<file path="src/rtl/bcd_seven_seg_scan.sv">
// Four-digit common-anode seven-segment scanner for a 0..1023 BCD value.
// The digits are latched once per full scan, so a displayed frame never mixes two values.
module bcd_seven_seg_scan #(
    parameter int PRESCALE = 50000
) (
    input  logic       clk,
    input  logic       reset,
    input  logic [3:0] ones,
    input  logic [3:0] tens,
    input  logic [3:0] hundreds,
    input  logic       thousands,
    input  logic       blank_leading,
    output logic [3:0] an,
    output logic [6:0] seg,
    output logic       frame_start
);
    localparam int            CW      = (PRESCALE > 1) ? $clog2(PRESCALE) : 1;
    localparam logic [CW-1:0] CNT_MAX = CW'(PRESCALE - 1);

    localparam logic [6:0] SEG_BLANK = 7'b1111111;
    localparam logic [6:0] SEG_DASH  = 7'b0111111;

    logic [CW-1:0] cnt_q, cnt_d;
    logic [1:0]    idx_q, idx_d;
    logic [3:0]    ones_q, ones_d;
    logic [3:0]    tens_q, tens_d;
    logic [3:0]    hund_q, hund_d;
    logic          thou_q, thou_d;
    logic          blank_q, blank_d;
    logic          pending_q, pending_d;
    logic [3:0]    an_q, an_d;
    logic [6:0]    seg_q, seg_d;
    logic          frame_start_q, frame_start_d;

    logic          tick;
    logic          load;
    logic [3:0]    digit_val;
    logic          digit_blank;

    function automatic logic [6:0] glyph(input logic [3:0] n);
        logic [6:0] g;
        case (n)
            4'd0:    g = 7'b1000000;
            4'd1:    g = 7'b1111001;
            4'd2:    g = 7'b0100100;
            4'd3:    g = 7'b0110000;
            4'd4:    g = 7'b0011001;
            4'd5:    g = 7'b0010010;
            4'd6:    g = 7'b0000010;
            4'd7:    g = 7'b1111000;
            4'd8:    g = 7'b0000000;
            4'd9:    g = 7'b0010000;
            default: g = SEG_DASH;
        endcase
        return g;
    endfunction

    always_comb begin
        tick  = (cnt_q == CNT_MAX);
        cnt_d = tick ? '0 : cnt_q + CW'(1);
        idx_d = tick ? idx_q + 2'd1 : idx_q;

        // Reload at the scan wrap so the new value starts with the ones slot.
        load          = (tick && idx_q == 2'd3) || pending_q;
        ones_d        = load ? ones          : ones_q;
        tens_d        = load ? tens          : tens_q;
        hund_d        = load ? hundreds      : hund_q;
        thou_d        = load ? thousands     : thou_q;
        blank_d       = load ? blank_leading : blank_q;
        pending_d     = 1'b0;
        frame_start_d = load;

        digit_val   = ones_q;
        digit_blank = 1'b0;
        case (idx_q)
            2'd0: begin
                digit_val   = ones_q;
                digit_blank = 1'b0;
            end
            2'd1: begin
                digit_val   = tens_q;
                digit_blank = blank_q && !thou_q && hund_q == 4'd0 && tens_q == 4'd0;
            end
            2'd2: begin
                digit_val   = hund_q;
                digit_blank = blank_q && !thou_q && hund_q == 4'd0;
            end
            default: begin
                digit_val   = {3'b000, thou_q};
                digit_blank = blank_q && !thou_q;
            end
        endcase

        // Anode stays enabled on blanked digits; only the segments go dark.
        an_d  = ~(4'b0001 << idx_q);
        seg_d = digit_blank ? SEG_BLANK : glyph(digit_val);
    end

    always_ff @(posedge clk) begin
        if (reset) begin
            cnt_q         <= '0;
            idx_q         <= 2'd0;
            ones_q        <= 4'd0;
            tens_q        <= 4'd0;
            hund_q        <= 4'd0;
            thou_q        <= 1'b0;
            blank_q       <= 1'b0;
            pending_q     <= 1'b1;
            an_q          <= 4'b1111;
            seg_q         <= SEG_BLANK;
            frame_start_q <= 1'b0;
        end else begin
            cnt_q         <= cnt_d;
            idx_q         <= idx_d;
            ones_q        <= ones_d;
            tens_q        <= tens_d;
            hund_q        <= hund_d;
            thou_q        <= thou_d;
            blank_q       <= blank_d;
            pending_q     <= pending_d;
            an_q          <= an_d;
            seg_q         <= seg_d;
            frame_start_q <= frame_start_d;
        end
    end

    assign an          = an_q;
    assign seg         = seg_q;
    assign frame_start = frame_start_q;

endmodule

</file>
<file path="config.mk">
export PLATFORM = sky130hd
export DESIGN_NAME = bcd_seven_seg_scan
export DESIGN_NICKNAME = d
export VERILOG_FILES = /design/src/rtl/bcd_seven_seg_scan.sv
export SDC_FILE = /design/constraint.sdc
export NUM_CORES = 1
export LEC_CHECK = 0
export CELL_PAD_IN_SITES_DETAIL_PLACEMENT = 0
export CELL_PAD_IN_SITES_GLOBAL_PLACEMENT = 1
export CORE_MARGIN = 4
export CORE_UTILIZATION = 45
export CTS_BUF_LIST = sky130_fd_sc_hd__clkbuf_8
export CTS_CLUSTER_SIZE = 16
export DETAILED_ROUTE_END_ITERATION = 12
export DONT_BUFFER_PORTS = 1
export GPL_ROUTABILITY_DRIVEN = 0
export GPL_TIMING_DRIVEN = 0
export PLACE_DENSITY = 0.72
export REMOVE_ABC_BUFFERS = 1
export SLEW_MARGIN = 20
export SYNTH_ARGS = -nofsm -noshare
export SYNTH_HDL_FRONTEND = slang
export SYNTH_SLANG_ARGS = --single-unit
</file>
<file path="constraint.sdc">
create_clock -name clk -period 3.4 [get_ports clk]
set_clock_uncertainty 0.2 [all_clocks]
set_input_delay 0.34 -clock clk [delete_from_list [all_inputs] [get_ports clk]]
set_output_delay 0.34 -clock clk [all_outputs]
set_load 0.03 [all_outputs]
</file>
==> summary by stage <==
Die
The row count is 24. The initial utilization of the core area, before any placement, comes to roughly 47%. The core outline area is around 0.0044 mm². The die boundary width is approximately 76 µm. The die is approximately 76 µm tall.

The total die area is slightly below 0.006 mm². 28 I/O pins were placed.

Placed design
The placed wire-length estimate after detailed placement is roughly 2800 µm. In this run the tool buffered the top-level ports with 0 buffer cells. Once placement finished, the instance area stood at 0.00211 mm².

Setup path
The critical path required time is around 3.4 ns. For the worst setup path, the data arrival time is between 2 and 3 ns. STA classifies the critical path endpoint as a register. The type of the worst setup path is register to register. In this run the critical register-to-register path is launched from idx_q[0]. The biggest fanout along the worst timing path is 7. The critical path launch point type is a register. Tracing the worst setup path back leads to its startpoint at idx_q[0].

The number of cells traversed by the worst register-to-register path is 8.

Logic synthesis
Among all flip-flop cells after synthesis, the most frequent one is dfxtp_1. The register area share after synthesis is between 40% and 50%. The combinational family with the most area after synthesis is simple AND/OR/NAND/NOR gates.

The synthesized instance count is 223. The number of synthesized flops with an enable pin is 0. Averaged over all synthesized cells, the footprint is between 9 and 10 µm². After synthesis, the share of cell area in mux cells is about 6.7%. The area share of and/or/nand/nor cells after synthesis is 25.0%. The number of synthesized register bits is 45. The Yosys step of the flow raised 0 warnings. Counting distinct cell types in the post-synthesis netlist gives 42. The xor/xnor cell area share of the yosys netlist is around 5%. The compound-gate portion of the synthesized area is approximately 11%. After Yosys synthesis, full adders, half adders and majority gates account for around 5.4% of the synthesized area. The netlist area before placement is 0.00209 mm².

The proportion of register bits with asynchronous set or reset after synthesis is 0%.

Timing
The tightest slew margin relative to the limit is 30.2%. The total count of hold-check failures in the final report was 0. The share of the clock period used by the worst path after layout is approximately four fifths. The final count of pins violating max slew came to 0. Setup repair after global routing left no endpoint under its margin. The worst path needs 2.73 ns of the cycle, external delays included. At the pin with the least slew margin, the transition time is around 1.0 ns. Timing would allow up to roughly 370 MHz. The final count of negative-setup-slack endpoints is 0. In the final timing run, aggregate negative setup slack is 0 ns.

Finish
In the final design database the tool counted about 260 nets. The number of inserted diodes is 0. The post-layout instance area is around 0.0023 mm².

Summing all multi-input logic gate instances after layout gives 0.00111 mm². Cells with a size suffix above 1 make up under 10% of the layout. The area of all sequential standard cells is ~900 µm². Compared with the post-synthesis result, the final layout area differs by 11.4%. After filler insertion, the fill cell instance count of the layout stands at 420.

Pwr
The maximum resistive drop on vdd is between 200 and 250 µV. The leakage power figure is roughly 0.91 nW. The total chip power is around 1.1 mW. The power density over the cells is ~460 mW/mm².

Detailed routing
In the routed design, unresolved DRC markers number 0. The count of routing violations after the opening detailed-route iteration is 107. The wire length per cell after detailed routing is approximately 14 µm.

Once detail routing completed, the nets flagged for antenna violations numbered 0. For this block, the routed nets add up to 3890 µm of wire. After detailed routing, the number of vias per cell comes to 5.55. Before antenna repair, the detailed router went through 4 iterations.

Across all layers, the routed design uses approximately 1600 vias.

CTS
TritonCTS created 5 clock buffers. The source-to-sink clock delay at the later pin of the worst-skew pair is about 0.29 ns. The longest clock path from root to sink contains 2 buffers. The cell chosen for the clock root is clkbuf_8. The clock tree from TritonCTS is built. Counting every sink on the clock net gives 45. The CTS H-tree depth is 2. Clock-pin slew was measured on the worst setup and hold paths at about 0.080 ns.

Global routing
The remaining global-route overflow is 0. The via count of the first global-routing pass came to approximately 1600. The aggregate global-route resource usage is approximately 14%. The global-route wire length before repair is approximately 6700 µm. The initial antenna violation count is 0. The largest net degree at the start of global routing is 32.

Hold path
The worst hold path begins at ones[2]. The worst min-delay path class is input pin to register. Counting instances, the worst hold path has a depth of 2.

Status
The flow ran to the end, and the final reports show no timing, DRC or antenna violations.

Run
Across the run, the number of max-cap violations was 0.
-- worst paths after layout --
kind	to	slack, ns
worst max-delay path	seg[2]	0.67
worst min register to register	cnt_q[0]	0.27
worst max register to register	seg[2]	0.67
worst min-delay path	ones_q[2]	0.005
-- power by group --
| group | internal, mW | switching (mW) |
|---|---|---|
| registers | 0.551 | 0.0333 |
| clock network | 0.220 | 0.179 |
| logic | 0.0427 | 0.0379 |
| total | 0.813 | 0.250 |
-- flip-flops by register name, indices dropped and copies added, names as in the netlist --
signal	flops
seg	7
ones_q	4
idx_q	2
hund_q	4
blank_q	1
cnt_q	16
an	4
frame_start	1
tens_q	4
pending_q	1
thou_q	1
-- synthesized netlist by cell type, drive strengths merged (3+ instances only) --
master  instances  area share, %
a21oi           9            2.3
a222oi          4            1.9
and2            3           0.96
and4            3            1.3
clkbuf          8            1.4
dfxtp          45             43
ha              9            5.4
inv             9            1.6
mux2i          14            6.7
nand2           7            1.3
nand2b         33            9.9
nand3          10            2.4
nand4           5            1.5
nor2           17            3.1
o21ai           9            2.2
xor2           10            4.2
-- critical path, cell delays in order (launching register included) --
cell and delay (ns):
dfxtp_1 0.42, inv_1 0.11, ha_1 0.28, a222oi_1 0.79, or2_2 0.25, inv_1 0.06, ha_1 0.22, a32oi_1 0.18
nand3_1 0.09
-- stage by stage --
| stage | util [%] | std cells | hold slack [ns] | worst slack, ns |
|---|---|---|---|---|
| floorplan | - | 213 | 0.168 | 1.06 |
| global placement | 47.9 | 265 | 0.170 | 0.716 |
| detailed placement | 47.9 | 265 | 0.171 | 0.722 |
| CTS | 52.7 | 283 | 0.00172 | 0.650 |
| global route | 52.7 | 283 | 0.00323 | 0.456 |
| finish | 52.7 | 283 | 0.00477 | 0.671 |
-- cell usage in the layout, fill, tap and decap left out, drive strengths merged, types with 4 or more instances in the layout --
cell,n
xor2,10
ha,9
o21ai,9
nand4,5
clkbuf,5
dlygate4sd3,10
a21oi,9
nand2,7
nand3,10
mux2i,14
a222oi,4
nor2,17
nand2b,33
inv,9
dfxtp,45
-- repair_timing --
item	CTS	global route
hold buffers	10	0
endpoints found under the hold margin	19	0
setup buffers	0	0
resized for setup	0	0
-- metal layers --
metal / vias up / wire length, µm / GRT usage, %
met5: - / 0 / 0
met4: 0 / 91 / 6.82
met3: 9 / 171 / 3.90
met2: 31 / 1990 / 25.5
met1: 744 / 1640 / 14.5
li1: 787 / - / -
-- cell type report --
cell class | instances | share of cell area (%)
flip-flops and latches | 45 | 38.7
clock buffers | 5 | 2.96
multi-input cells | 159 | 47.8
well taps | 52 | 2.79
repair buffers | 10 | 4.30
inverters | 9 | 1.45
clock inverters | 3 | 1.99
-- cell families after synthesis --
kind of cell	Yosys count
xor gates and xnor gates	12
adders and majority gates	9
and+or+nand+nor	92
buffers and inverters	19
muxes	14
AOI/OAI and AO/OA	32
DFF	45
Power figures use the tool's default switching activity.
